==> src/rtl/vga_timing_pkg.sv <==
// Default 640x480@60 VGA timing constants and the counter type shared by the
// sync controller and its counters.
package vga_timing_pkg;

  localparam int CNT_W = 10;
  typedef logic [CNT_W-1:0] cnt_t;

  localparam int H_DISPLAY_D = 640;
  localparam int H_FRONT_D   = 16;
  localparam int H_SYNC_D    = 96;
  localparam int H_BACK_D    = 48;
  localparam int V_DISPLAY_D = 480;
  localparam int V_FRONT_D   = 10;
  localparam int V_SYNC_D    = 2;
  localparam int V_BACK_D    = 33;

  localparam int H_TOTAL_D      = H_DISPLAY_D + H_FRONT_D + H_SYNC_D + H_BACK_D;
  localparam int V_TOTAL_D      = V_DISPLAY_D + V_FRONT_D + V_SYNC_D + V_BACK_D;
  localparam int H_SYNC_START_D = H_DISPLAY_D + H_FRONT_D;
  localparam int H_SYNC_END_D   = H_SYNC_START_D + H_SYNC_D - 1;
  localparam int V_SYNC_START_D = V_DISPLAY_D + V_FRONT_D;
  localparam int V_SYNC_END_D   = V_SYNC_START_D + V_SYNC_D - 1;

  // True when pos lies in the inclusive window [lo, hi].
  function automatic logic in_window(input cnt_t pos, input cnt_t lo, input cnt_t hi);
    return (pos >= lo) && (pos <= hi);
  endfunction

endpackage

==> src/rtl/mod_counter.sv <==
// Modulo-N counter with enable; max_tick flags the terminal count N-1.
module mod_counter
  import vga_timing_pkg::*;
#(
  parameter int N = 800
) (
  input  logic clk,
  input  logic reset,
  input  logic en,
  output cnt_t count,
  output logic max_tick
);

  cnt_t count_q, count_d;

  assign max_tick = (count_q == cnt_t'(N - 1));
  assign count    = count_q;

  always_comb begin
    count_d = count_q;
    if (en) count_d = max_tick ? '0 : count_q + 1'b1;
  end

  always_ff @(posedge clk or posedge reset) begin
    if (reset) count_q <= '0;
    else       count_q <= count_d;
  end

endmodule

==> src/rtl/vga_sync_controller.sv <==
// VGA raster timing: pixel/line counters, registered syncs aligned with the
// counters, combinational visible-area flag and a frame-start pulse.
module vga_sync_controller
  import vga_timing_pkg::*;
#(
  parameter int H_DISPLAY = H_DISPLAY_D,
  parameter int H_FRONT   = H_FRONT_D,
  parameter int H_SYNC    = H_SYNC_D,
  parameter int H_BACK    = H_BACK_D,
  parameter int V_DISPLAY = V_DISPLAY_D,
  parameter int V_FRONT   = V_FRONT_D,
  parameter int V_SYNC    = V_SYNC_D,
  parameter int V_BACK    = V_BACK_D
) (
  input  logic       clk,
  input  logic       reset,
  input  logic       tick,
  output logic       hsync,
  output logic       vsync,
  output logic       video_on,
  output logic [9:0] pixel_x,
  output logic [9:0] pixel_y,
  output logic       frame_start
);

  localparam int H_TOTAL = H_DISPLAY + H_FRONT + H_SYNC + H_BACK;
  localparam int V_TOTAL = V_DISPLAY + V_FRONT + V_SYNC + V_BACK;
  localparam cnt_t HS_START = cnt_t'(H_DISPLAY + H_FRONT);
  localparam cnt_t HS_END   = cnt_t'(H_DISPLAY + H_FRONT + H_SYNC - 1);
  localparam cnt_t VS_START = cnt_t'(V_DISPLAY + V_FRONT);
  localparam cnt_t VS_END   = cnt_t'(V_DISPLAY + V_FRONT + V_SYNC - 1);

  cnt_t h_cnt, v_cnt, h_nxt, v_nxt;
  logic h_max, v_max, v_en;
  logic hsync_q, hsync_d, vsync_q, vsync_d, fs_q, fs_d;

  assign v_en = tick & h_max;

  mod_counter #(.N(H_TOTAL)) u_hcnt (
    .clk(clk), .reset(reset), .en(tick), .count(h_cnt), .max_tick(h_max)
  );

  mod_counter #(.N(V_TOTAL)) u_vcnt (
    .clk(clk), .reset(reset), .en(v_en), .count(v_cnt), .max_tick(v_max)
  );

  // Syncs decode the counters' next values so they land on the same edge.
  always_comb begin
    h_nxt = h_cnt;
    v_nxt = v_cnt;
    if (tick) h_nxt = h_max ? '0 : h_cnt + 1'b1;
    if (v_en) v_nxt = v_max ? '0 : v_cnt + 1'b1;
    hsync_d = ~in_window(h_nxt, HS_START, HS_END);
    vsync_d = ~in_window(v_nxt, VS_START, VS_END);
    fs_d    = tick & h_max & v_max;
  end

  always_ff @(posedge clk or posedge reset) begin
    if (reset) begin
      hsync_q <= 1'b1;
      vsync_q <= 1'b1;
      fs_q    <= 1'b0;
    end else begin
      hsync_q <= hsync_d;
      vsync_q <= vsync_d;
      fs_q    <= fs_d;
    end
  end

  assign hsync       = hsync_q;
  assign vsync       = vsync_q;
  assign frame_start = fs_q;
  assign pixel_x     = h_cnt;
  assign pixel_y     = v_cnt;
  assign video_on    = (h_cnt < cnt_t'(H_DISPLAY)) && (v_cnt < cnt_t'(V_DISPLAY));

endmodule

==> config.mk <==
export PLATFORM = sky130hd
export DESIGN_NAME = vga_sync_controller
export DESIGN_NICKNAME = d
export VERILOG_FILES = /design/src/rtl/vga_timing_pkg.sv /design/src/rtl/mod_counter.sv /design/src/rtl/vga_sync_controller.sv
export SDC_FILE = /design/constraint.sdc
export NUM_CORES = 1
export LEC_CHECK = 0
export ABC_AREA = 0
export CORE_MARGIN = 2
export CORE_UTILIZATION = 45
export DETAILED_ROUTE_END_ITERATION = 16
export GPL_ROUTABILITY_DRIVEN = 0
export PLACE_DENSITY = 0.72
export SETUP_SLACK_MARGIN = 0.3
export SLEW_MARGIN = 20
export SYNTH_ARGS = -nofsm -noshare
export SYNTH_HDL_FRONTEND = slang
export SYNTH_SLANG_ARGS = --single-unit
==> constraint.sdc <==
create_clock -name clk -period 3.6 [get_ports clk]
set_clock_uncertainty 0.15 [all_clocks]
set_input_delay 0.72 -clock clk [delete_from_list [all_inputs] [get_ports clk]]
set_output_delay 0.72 -clock clk [all_outputs]
set_load 0.03 [all_outputs]
# [Word level (Yosys, flattened, before mapping)]
# Cells that the tools add are included.
[word_totals] out_inout_bits=24 word_cells=26 regBits=23
[op_classes] eq_ne=2 n_bitwise=4 n_lt_le_gt_ge=6 addsub=2 n_mux=4 reduce_logical=3
[op_table] op="$mux W10" n=4
[op_table] op="$add A10 B1 Y10 const B" n=2
[op_table] op="$eq A10 B10 Y1 const B" n=2
[op_table] op="$ge A10 B10 Y1 const B" n=1
[op_table] op="$ge A10 B9 Y1 const B" n=1
[op_table] op="$le A10 B10 Y1 const B" n=1
[op_table] op="$le A10 B9 Y1 const B" n=1
[op_table] op="$lt A10 B10 Y1 const B" n=1
[op_table] op="$lt A10 B9 Y1 const B" n=1
[op_table] op="$logic_and A1 B1 Y1" n=3
[op_table] op="$and A1 B1 Y1" n=2
[op_table] op="$not A1 Y1" n=2

# [Depth between registers and ports, before layout]
[depth] depth_word=6 mapped_depth=7

# [Hierarchy]
# From an unflattened synthesis, not the netlist that was laid out.
[hier_totals] hier_cells=154 area_unflattened_um2=1446.4
[by_module_without_submodules] module="mod_counter (u_vcnt)" area_each_um2=536.8 seq_area_each_um2=250.2 n_inst=1 cells_each=55
[by_module_without_submodules] module="mod_counter (u_hcnt)" area_each_um2=510.5 seq_area_each_um2=250.2 n_inst=1 cells_each=51
[by_module_without_submodules] module="vga_sync_controller" area_each_um2=399.1 seq_area_each_um2=77.6 n_inst=1 cells_each=48

# [Worst setup path after synthesis]
# Ideal clock, no wire load.
[synth_path] path_type="register -> register" from="register u_hcnt.count_q[5] (netlist: u_hcnt.count[5])" to="register vsync_q (netlist: vsync)" path_stages_with_launch=8 synth_period_minus_slack_ps=2451 arrival_time_ps=2209 setup_ps=92 t_required_ps=3358 path_slack_ps=1149 cell_sequence="dfrtp_1 -> or3_1 -> buf_2 -> or3_1 -> buf_6 -> or3_4 -> a211oi_2 -> nand4_1"
[synth_via] elab_chain_len=6
[synth_rtl] element="from (decl)" line="mod_counter.sv:14" text="cnt_t count_q, count_d;"
[synth_rtl] element="from (signal assigned)" line="mod_counter.sv:26" text="else count_q <= count_d;"
[synth_rtl] element="$eq A10 B10 Y1 (*)" line="mod_counter.sv:16" text="assign max_tick = (count_q == cnt_t'(N - 1));"
[synth_rtl] element="$and A1 B1 Y1 (*)" line="vga_sync_controller.sv:37" text="assign v_en = tick & h_max;"
[synth_rtl] element="$mux W10 (*)" line="vga_sync_controller.sv:52" text="if (v_en) v_nxt = v_max ? '0 : v_cnt + 1'b1;"
[synth_rtl] element="$ge A10 B9 Y1 or $le A10 B9 Y1 (tied branches)" line="vga_timing_pkg.sv:26" text="return (pos >= lo) && (pos <= hi);"
[synth_rtl] element="$logic_and A1 B1 Y1 (*)" line="vga_timing_pkg.sv:26"
[synth_rtl] element="$not A1 Y1 (*)" line="vga_sync_controller.sv:54" text="vsync_d = ~in_window(v_nxt, VS_START, VS_END);"
[synth_rtl] element="via vsync_d" line="vga_sync_controller.sv:35" text="logic hsync_q, hsync_d, vsync_q, vsync_d, fs_q, fs_d;"
[synth_rtl] element="to (signal assigned)" line="vga_sync_controller.sv:65" text="vsync_q <= vsync_d;"
[synth_rtl] element="to (decl)" line="vga_sync_controller.sv:35"
# Mark *: on every way through the listed nets, which the timed path passes. The rest lies on a longest branch.

# [Final worst setup path]
[layout_path] from="register u_vcnt.count_q[6] (netlist: u_vcnt.count[6])" to="output video_on"
[layout_via] elab_chain_len=2
[layout_rtl] element="from (decl)" line="mod_counter.sv:14"
[layout_rtl] element="from (signal assigned)" line="mod_counter.sv:26"
[layout_rtl] element="$lt A10 B9 Y1" line="vga_sync_controller.sv:75" text="assign video_on = (h_cnt < cnt_t'(H_DISPLAY)) && (v_cnt < cnt_t'(V_DISPLAY));"
[layout_rtl] element="$logic_and A1 B1 Y1" line="vga_sync_controller.sv:75"
[layout_rtl] element="to (decl)" line="vga_sync_controller.sv:20" text="output logic video_on,"
# Every way passes these cells.

==> key figures <==
Timing
  – Period utilization: 76.7%
  – Unrepaired setup endpoints after global routing: no
  – Final Max Tran Viols: 0
  – Worst Hold Slack: 0.408 ns
  – Max_slew headroom: 42.3%
  – Setup TNS: 0 ns
  – Fmax: 0.362 GHz
  – Setup Viol. Count Final: 0
  – Final min period: 2.76 ns
  – Final hold violations: 0
  – Slew of the pin with the lowest slew margin: 0.864 ns

Clock tree
  – Clk root buf: clkbuf_4
  – Htree depth: 1
  – Post-CTS Setup Bufs: 0
  – CTS Buffer Depth: 2
  – Clock slew at reported path FFs: 0.13 ns
  – Clock Latency Late Sink: 0.31 ns
  – CTS sink count: 23
  – CTS tree: built
  – Post-CTS resize count: 0
  – Cts bufs inserted: 3
  – Post-CTS Hold Buffers: 0

Floorplan
  – Io pins: 27
  – DIE AREA: 3370 sq um
  – Initial Util: 47.7%
  – Die Span Y: 58.1 um
  – Die width: 58.1 um
  – Core Area: 2760 sq um
  – FP Rows: 19

Critical path
  – Setup crit start kind: flop
  – Worst reg2reg path depth: 5
  – Data required, critical path: 2.73 ns
  – Critical path arrival: 1.89 ns
  – Worst r2r src: u_hcnt.count[5]
  – RR Endpoint: vsync
  – CP endpoint kind: output port
  – Worst Path Class, Setup: flop to output port
  – Reg2Reg Setup Slack: 1.14 ns
  – Critical path fanouts, max: 6

Power
  – Power density cells: 376 nW/um^2
  – Leak: 0.700 nW
  – Maximum VDD drop: 0.467 mV

Synthesis
  – Yosys warns: 0
  – Most used flip-flop cell after synthesis: dfrtp_1
  – Most frequent cell after synthesis: dfrtp_1
  – Leading area contributor after synthesis: dfrtp_1
  – Post-Syn Area per Cell: 9.14 sq um
  – FF+latch count, synth: 23
  – Yosys cell types: 43
  – Most area-consuming cells after synthesis: dfrtp_1, o21ai_0, nand2_1
  – Post-synth EDFFs: 0
  – Sequential cell area fraction in the yosys report: 43.9%
  – Post-Synthesis Cells: 144
  – Top cell type's share of synthesized area: 39.9%
  – Syn_nets: 150
  – Post-synthesis async set-or-reset flop share: 100%
  – Most common library cells after synthesis: dfrtp_1, nand2_1, inv_1, o21ai_0, nand3_1
  – Synthesized area: 1320 sq um

Worst hold path
  – Worst Hold Depth: 1
  – Worst Hold Path EP: u_hcnt.count[1]
  – HP Class: flop to flop
  – HP Start: u_hcnt.count[1]

Run status
  – Outcome: finished clean

Route
  – 1st-pass router iterations: 4
  – Wirelength per Cell: 14.5 um
  – Post-Route WL: 2900 um
  – Antenna viol nets, final: 0
  – Initial DRC Count: 15
  – Via Count: 1156
  – Post-DR vias/cell: 5.78
  – Number of remaining DRC errors: 0

Global routing
  – Antenna violations before repair: 0
  – GR Overflow Total: 0
  – Vias in the first global route: 1153
  – Largest net degree at the start of global routing: 24
  – First-pass GRT wire length: 5060 um
  – Gr usage total: 19.3%

Final layout
  – Layout area overhead: 22.9%
  – Ratio of cells with drive above 1 in the final layout: 5.92%
  – Final Non-Filler Cells: 200
  – Final nets: 176
  – End-of-flow core utilization: 58.7%
  – Final instance area: 1620 sq um
  – ANT cells: 0

Placement
  – Inst Count DP: 196
  – I/O Buffers: 26
  – DP HPWL: 2200 um
  – Post-DP Area: 1590 sq um

Flow run
  – Max-Cap Viols: 0
per-stage QoR:
step / setup slack [ns] / power (mW)
after floorplan: 1.15 / 0.422
after global placement: 0.651 / 0.490
after detailed placement: 0.574 / 0.492
after CTS: 0.826 / 0.615
after global routing: 0.718 / 0.641
final: 0.838 / 0.608
registers in the layout, summed over array words and instances (netlist names):
register / count
vsync: 1
frame_start: 1
u_hcnt.count: 10
u_vcnt.count: 10
hsync: 1
worst max path at each step:
stage | startpoint | endpoint | slack (ns) | depth (start not counted)
6_report | u_vcnt.count[6] | video_on | 0.84 | 4
5_1_grt | u_vcnt.count[5] | video_on | 0.72 | 4
4_1_cts | u_vcnt.count[7] | video_on | 0.83 | 4
3_5_place_dp | tick | vsync | 0.57 | 6
3_3_place_gp | tick | vsync | 0.65 | 6
2_1_floorplan | u_hcnt.count[5] | vsync | 1.15 | 7
placed cells by master (no fill, tap or decap), types with 2 or more instances in the layout:
cell,n
clkdlybuf4s50_1,26
dfrtp_1,21
nand2_1,15
o21ai_0,13
inv_1,13
nand3_1,8
and3_1,7
nor2_1,7
nand4_1,4
nor3_1,4
xnor2_1,4
or3_1,3
xor2_1,3
a21oi_1,3
ha_1,3
clkbuf_4,3
and3b_1,2
or4b_1,2
o22ai_1,2
dfstp_2,2
area by class of cell:
| type | instances | area, sq um |
|---|---|---|
| repair buffers | 27 | 268 |
| multi-input cells | 102 | 658 |
| well taps | 31 | 38.8 |
| flip-flops and latches | 23 | 578 |
| inverters | 13 | 48.8 |
| clock buffers | 4 | 26.3 |
| fillers | 246 | 1140 |
worst max-delay path, stage by stage, from the launching register on:
cell and delay, ns:
dfrtp_1 0.45, and3_1 0.20, nand2_1 0.10, and3b_1 0.17
clkdlybuf4s50_1 0.66
routing by layer:
metal / track usage (%) / part of all wire, % / vias up
met2: 31.7 / 48 / 29
met1: 24.9 / 46 / 553
met3: 2.68 / 3.3 / 8
met5: 0 / 0 / -
met4: 9.30 / 2.7 / 0
li1: - / - / 566
power by group:
part / switching [mW] / internal (mW) / total, mW
logic: 0.0994 / 0.0679 / 0.167
registers: 0.0390 / 0.283 / 0.322
clock network: 0.0757 / 0.0432 / 0.119
total: 0.214 / 0.394 / 0.608
cell families after synthesis:
| logic type | synth area share [%] |
|---|---|
| AND/OR/NAND/NOR | 26.5 |
| adder cells (fa/ha/maj) | 2.85 |
| flip-flops | 43.9 |
| AO/OA/AOI/OAI | 14.4 |
| buffers and inverters | 6.08 |
| multiplexers | 1.62 |
| XOR/XNOR | 4.66 |
Power figures use the tool's default switching activity.
